### config.mk
export PLATFORM = sky130hd
export DESIGN_NAME = seq_watchdog
export DESIGN_NICKNAME = d
export VERILOG_FILES = /design/src/rtl/seq_watchdog.sv
export SDC_FILE = /design/constraint.sdc
export NUM_CORES = 1
export LEC_CHECK = 0
export BUFFER_PORTS_ARGS = -buffer_cell sky130_fd_sc_hd__buf_2
export CORE_MARGIN = 2
export CORE_UTILIZATION = 46
export DETAILED_ROUTE_END_ITERATION = 10
export PLACE_DENSITY = 0.63
export SLEW_MARGIN = 5
export SYNTH_ARGS = -nofsm -noshare
export SYNTH_HDL_FRONTEND = slang
export SYNTH_SLANG_ARGS = --single-unit
### constraint.sdc
create_clock -name rclk -period 1.5 [get_ports rclk]
set_input_delay 0.45 -clock rclk [delete_from_list [all_inputs] [get_ports rclk]]
set_output_delay 0.45 -clock rclk [all_outputs]
set_load 0.02 [all_outputs]
### src/rtl/seq_watchdog.sv
// Idle-cycle watchdog: counts CHECK cycles without a consume and raises a
// sticky stall flag one cycle after the count reaches STALL_CYCLES.
module seq_watchdog #(
    parameter int STALL_CYCLES = 1024
) (
    input  logic rclk,
    input  logic rst,
    input  logic consume,
    input  logic active,
    output logic stall
);
    localparam int CW = $clog2(STALL_CYCLES + 1);
    localparam logic [CW-1:0] LIMIT = CW'(STALL_CYCLES);

    logic [CW-1:0] idle_cnt;

    // The counter parks at LIMIT so a long idle stretch cannot wrap it.
    always_ff @(posedge rclk or posedge rst) begin
        if (rst) begin
            idle_cnt <= '0;
            stall    <= 1'b0;
        end else begin
            if (consume) begin
                idle_cnt <= '0;
            end else if (active && (idle_cnt != LIMIT)) begin
                idle_cnt <= idle_cnt + 1'b1;
            end
            if (idle_cnt == LIMIT) begin
                stall <= 1'b1;
            end
        end
    end
endmodule

==> results of run 1 <==
[layout make-up]
class,instances,share of cell area
Clock buffer,4,0.0413
Inverter,8,0.0342
Multi-Input combinational cell,52,0.447
Sequential cell,12,0.342
Tap cell,16,0.0228
Timing Repair Buffer,14,0.113
[synth_stat cells]
| cell type | n |
|---|---|
| dfrtp_1 | 12 |
| inv_1 | 8 |
| a21oi_1 | 6 |
| nor2_1 | 6 |
| nand2_1 | 3 |
| nand3_1 | 3 |
| nor2b_1 | 3 |
| or3_1 | 3 |
| ha_1 | 2 |
| nand4_1 | 2 |
| nor4_1 | 2 |
| o21ai_0 | 2 |
| o31ai_1 | 2 |
| or4_1 | 2 |
| xnor2_1 | 2 |
| a21o_1 | 1 |
| a2bb2oi_1 | 1 |
| a311o_2 | 1 |
| and4_1 | 1 |
| and4bb_1 | 1 |
| clkbuf_1 | 1 |
| mux2_1 | 1 |
| mux2_2 | 1 |
| nand2b_1 | 1 |
| nand3b_1 | 1 |
| nand4_2 | 1 |
| nand4_4 | 1 |
| nor4_2 | 1 |
| o2bb2ai_1 | 1 |
| or3b_1 | 1 |
[stage by stage]
step,instance area (um^2),power (mW),std cells,utilization
floorplan,707,0.373,73,-
global placement,811,0.403,101,0.551
detailed placement,811,0.404,101,0.551
CTS,857,0.668,106,0.582
global route,878,0.689,106,0.597
finish,878,0.660,106,0.597
[cells by family after synthesis]
kind of cell | Yosys count | share of synthesized area
mux | 2 | 0.0319
buf+inv | 9 | 0.0478
xor+xnor | 2 | 0.0248
compound gates | 14 | 0.129
fa+ha+maj | 2 | 0.0354
flops | 12 | 0.425
simple gates | 32 | 0.306
[what timing repair did]
| action | 4_1_cts | 5_1_grt |
|---|---|---|
| pin swaps | 2 | 1 |
| hold buffers | 0 | 0 |
| buffers inserted | 1 | 0 |
| gates resized for setup | 2 | 4 |
| hold endpoints to repair | 0 | 0 |
| setup endpoints to repair | 1 | 4 |
[worst max-delay path by stage]
stage	start	to	slack [ns]	cells past startpoint
2_1_floorplan	idle_cnt[0]$_DFFE_PP0P_	idle_cnt[0]$_DFFE_PP0P_	0.01	5
3_3_place_gp	idle_cnt[0]$_DFFE_PP0P_	idle_cnt[0]$_DFFE_PP0P_	0.02	5
3_5_place_dp	idle_cnt[0]$_DFFE_PP0P_	idle_cnt[0]$_DFFE_PP0P_	-0.02	5
4_1_cts	idle_cnt[0]$_DFFE_PP0P_	idle_cnt[0]$_DFFE_PP0P_	0.007	5
5_1_grt	idle_cnt[0]$_DFFE_PP0P_	idle_cnt[0]$_DFFE_PP0P_	-0.05	5
6_report	idle_cnt[0]$_DFFE_PP0P_	idle_cnt[0]$_DFFE_PP0P_	0.01	5
[power by group]
group / total, mW / leakage (nW) / switching, mW / internal, mW
Sequential: 0.333 / 0.166 / 0.00489 / 0.329
Clock: 0.262 / 0.0210 / 0.114 / 0.148
Combinational: 0.0651 / 0.215 / 0.0362 / 0.0289
[layout by cell type, fill, tap and decap left out, types with 3 or more instances in the layout]
cell type and instances:
a21oi_1 6, buf_2 4, dfrtp_1 12, inv_1 8, nand2_1 3, or3_1 3, nor2_1 6, nor2b_1 3
nand3_1 3, clkbuf_4 3, buf_4 9
[metal layers]
layer | vias to the layer above | global-route usage
met4 | 0 | 0.103
met2 | 13 | 0.293
met3 | 2 | 0.0383
met1 | 281 | 0.231
li1 | 300 | -
met5 | - | 0
[worst max-delay path: stages (launching register included)]
cell and delay, ns:
dfrtp_1 0.41, inv_1 0.07, ha_2 0.17, and4bb_2 0.28, a21oi_1 0.07, or3_1 0.37
[sequential cells by signal (all words and copies together) (netlist names)]
signal,cells
idle_cnt,11
stall,1
==> results.md, run 1 <==
- Status: finished clean
- Setup-failing EPs final: 0
- Core outline area: 0.00147 mm^2
- Fin crit share: 0.992
- Reg-to-reg slack, setup: between 0.01 and 0.015 ns
- Die X: between 40 and 50 um
- Final worst path period need: approximately 1.5 ns
- Die area: 0.00187 mm^2
- Final nets: 97
- Reg2reg start: idle_cnt[0]$_DFFE_PP0P_
- F_max: about 670 MHz
- Total grt overflow: 0
- # IOs: 5
- Root Buffer: clkbuf_4
- ANT nets after route: 0
- Syn_area_per_cell: ~9.7 um^2
- GPL Wtd Cong: ~0.84
- Vias/cell: approximately 5.6
- TritonCTS clock tree: built
- Syn Nets: 79
- Capturing point of the worst reg2reg path: idle_cnt[0]$_DFFE_PP0P_
- Clock Latency Late Sink: between 0.2 and 0.3 ns
- Metal2 WL: ~700 um
- Final wirelength: 1440 um
- PwrDens: approximately 750 mW/mm^2
- Vias in the first global route: around 580
- Share of the synthesized area in the top cell type: 0.425
- Pre-antenna DRT Iters: 4
- Sequential share of the synthesized area: 0.425
- # fillers: 142
- First-pass GRT wire length: 2530 um
- Worst Path Required: around 1.7 ns
- Setup WS pre-CTS: -0.0172 ns
- 1st-iter DRT viols: 17
- Layout area overhead: 24.2%
- Ys Warns: 0
- DR vias: ~600
- Multi-input combinational cell area: between 300 and 400 um^2
- VDD IR max: approximately 0.42 mV
- Number of max-cap violations: 0
- Fin. Hold Viols: 0
- Clock buffer count from CTS: 3
- Synth cell types: 30
- Slew HR: 0.675
- Synth Cell Area: 707 um^2
- Layout cells sized above 1: 0.300
- HPWL after DPL: about 1100 um
- Reg2Reg Depth: 5
- Top cells by area, synth: dfrtp_1, a21oi_1, inv_1
- Initial antenna violation count: 0
- Worst-margin pin slew: ~0.49 ns
- CP Max Fanout: 4
- Worst setup SP type: register
- Hold Path Class: input port to asynchronous set/reset pin
- Wl on met1: 664 um
- Row cnt: 14
- Worst setup EP type: register
- Leakage Power: around 0.40 nW
- CTS max path bufs: 2
- Port buffer count: 4
- Initial Util: 0.480
- H-tree Lvls: 1
- Post-synthesis cell count: 73
- RSZ-0062 raised after global routing: true
- FF/Latch Area: approximately 300 um^2
- Area leader, netlist: dfrtp_1
- Worst Setup Slack, final: approximately 0.012 ns
- Gr usage total: 0.185
- Hold Slack: 0.172 ns
- Die H: roughly 43 um
- Top layer in use: met4
- Clock-pin slew on the worst setup and hold paths: around 0.08 ns
- Clock Skews: 0.00389 ns
- Flops & latches, synth: 12
- Critical path type: register to register
- Num Clock Sinks: 12
- Wire per inst: around 14 um
- CP Data Arrival Time: 1.65 ns
- Largest net degree at the start of global routing: 13
- Wire length on met3: slightly above 50 um
- DRC: 0
- N_diodes: 0
- Final Max Slew Viols: 0
- Total negative setup slack: 0 ns
No activity file was read; power rests on OpenSTA's default activity.
==> run 2: changes to the inputs <==
Settings changed: PLACE_DENSITY 0.63 to 0.66.
==> run 2 against run 1 <==
  * The flow now finishes with violations (negative setup slack)
  * Core utilization grew 1.4 points
  * Sequential power about the same
  * Wire length is 12% higher
  * Critical path depth stayed put
  * Highest routed layer unchanged
  * Cell area increased by 2.3%
  * Global-route usage up 2.9 points
==> results.md, run 2 (synthesis results as in run 1) <==
- Status: finished, violations left
- Failing checks: negative setup slack
- CTS max path bufs: 2
- Fin crit share: 1.01
- Worst Setup Slack, final: -0.0222 ns
- HPWL after DPL: roughly 1100 um
- Final worst path period need: approximately 1.5 ns
- H-tree Lvls: 1
- Die area: 0.00187 mm^2
- Gr usage total: 0.214
- Leakage Power: 0.412 nW
- F_max: between 600 and 700 MHz
- Hold Slack: roughly 0.19 ns
- CP Data Arrival Time: about 1.7 ns
- Clock buffer count from CTS: 3
- Max reg flops: 11
- Number of max-cap violations: 0
- Vias in the first global route: about 650
- Row cnt: 14
- Worst setup SP type: register
- First-pass GRT wire length: slightly below 3000 um
- Worst-margin pin slew: just under 0.5 ns
- Setup-failing EPs final: 4
- Cell breakdown of the critical path: inv_1 -> ha_2 -> and4bb_2 -> and4_1 -> or3_1
- Final nets: between 90 and 100
- Setup WS pre-CTS: -0.0296 ns
- Slew HR: 0.672
- Biggest register: idle_cnt
- Core outline area: approximately 0.0015 mm^2
- Worst Path Required: around 1.7 ns
- Top flop regs: idle_cnt: 11 flops, stall: 1 flops
- Initial antenna violation count: 0
- # fillers: between 100 and 150
- Critical Path Max Stage Delay: between 0.4 and 0.5 ns
- Port buffer count: 4
- Die X: 43.2 um
- TritonCTS clock tree: built
- Initial Util: 0.480
- Most frequent cells in the layout: dfrtp_1, buf_4, inv_1
- Layout area overhead: 27.1%
- Num Clock Sinks: 12
- Root Buffer: clkbuf_4
- DR vias: approximately 620
- Critical path type: register to register
- VDD IR max: between 0.4 and 0.5 mV
- Hold Path Class: input port to asynchronous set/reset pin
- Die H: roughly 43 um
- RSZ-0062 raised after global routing: true
- 1st-iter DRT viols: 9
- Slowest CP cell: dfrtp_1
- Hold Buf Count CTS: 0
- Wire per inst: 15.0 um
- GPL Wtd Cong: between 0.7 and 0.8
- N_diodes: 0
- Final Max Slew Viols: 0
- Layout cells sized above 1: 0.363
- PwrDens: roughly 670 mW/mm^2
- Pre-antenna DRT Iters: 4
- CP Max Fanout: 5
- Final wirelength: 1610 um
- Clock-pin slew on the worst setup and hold paths: approximately 0.07 ns
- Vias/cell: 5.75
- ANT nets after route: 0
- Clock Skews: ~0.0019 ns
- Worst setup EP type: register
- DRC: 0
- Total grt overflow: 0
- # IOs: 5
- Fin. Hold Viols: 0
- Clock Latency Late Sink: ~0.27 ns
- Largest net degree at the start of global routing: 13
## run 2: cell count changes in the layout (fill, tap and decap cells not counted), sizes merged
cell	before	now
clkbuf	4	3
buf	14	16
## run 2: final timing paths
check | start | end | slack (ns) | cells past startpoint
max reg2reg | idle_cnt[0]$_DFFE_PP0P_ | idle_cnt[0]$_DFFE_PP0P_ | -0.02 | 5
min | rst | idle_cnt[7]$_DFFE_PP0P_ | 0.19 | 2
max | idle_cnt[0]$_DFFE_PP0P_ | idle_cnt[0]$_DFFE_PP0P_ | -0.02 | 5
min in group rclk | consume | idle_cnt[7]$_DFFE_PP0P_ | 0.44 | 2
min reg2reg | stall$_DFFE_PP0N_ | stall$_DFFE_PP0N_ | 0.47 | 1
max in group asynchronous | rst | idle_cnt[0]$_DFFE_PP0P_ | 0.98 | 2
## run 2: timing repair
item                       in CTS  in global routing
setup endpoints to repair       3                  6
gates resized for setup         1                  9
pin swaps                       0                  8
buffers inserted                0                  2
## run 2: layer usage
metal	global-route usage	vias up	wire [um]
met5	0	-	0
met4	0.103	0	10
met3	0.0511	2	34
met2	0.322	8	803
met1	0.286	302	757
li1	-	303	-
## run 2: power by group
group	internal, mW	switching, mW
clock	0.0929	0.105
sequential	0.329	0.00581
combinational	0.0324	0.0381
total	0.454	0.149
## run 2: critical path: cells and delay by family (launching register included)
| kind | cells | cell delay [ns] |
|---|---|---|
| fa+ha+maj | 1 | 0.16 |
| buf+inv | 1 | 0.07 |
| flops | 1 | 0.41 |
| simple gates | 3 | 0.75 |
## run 2: layout make-up
| cell class | count | area [um^2] | area share |
|---|---|---|---|
| inverter | 8 | 30.0 | 0.0334 |
| clock buffer | 3 | 22.5 | 0.0251 |
| multi-input combinational | 52 | 415 | 0.462 |
| sequential | 12 | 300 | 0.334 |
| timing repair buffer | 16 | 110 | 0.123 |
| tap | 16 | 20.0 | 0.0223 |
## run 2: stage by stage
stage / std cells / total power [mW] / TNS [ns] / util / area (um^2)
3_5_place_dp: 102 / 0.405 / -0.0313 / 0.556 / 818
5_1_grt: 107 / 0.641 / -0.399 / 0.611 / 898
6_report: 107 / 0.603 / -0.0537 / 0.611 / 898
3_3_place_gp: 102 / 0.403 / -0.00846 / 0.556 / 818
4_1_cts: 105 / 0.600 / -0.0585 / 0.576 / 847
2_1_floorplan: 73 / 0.373 / 0 / - / 707
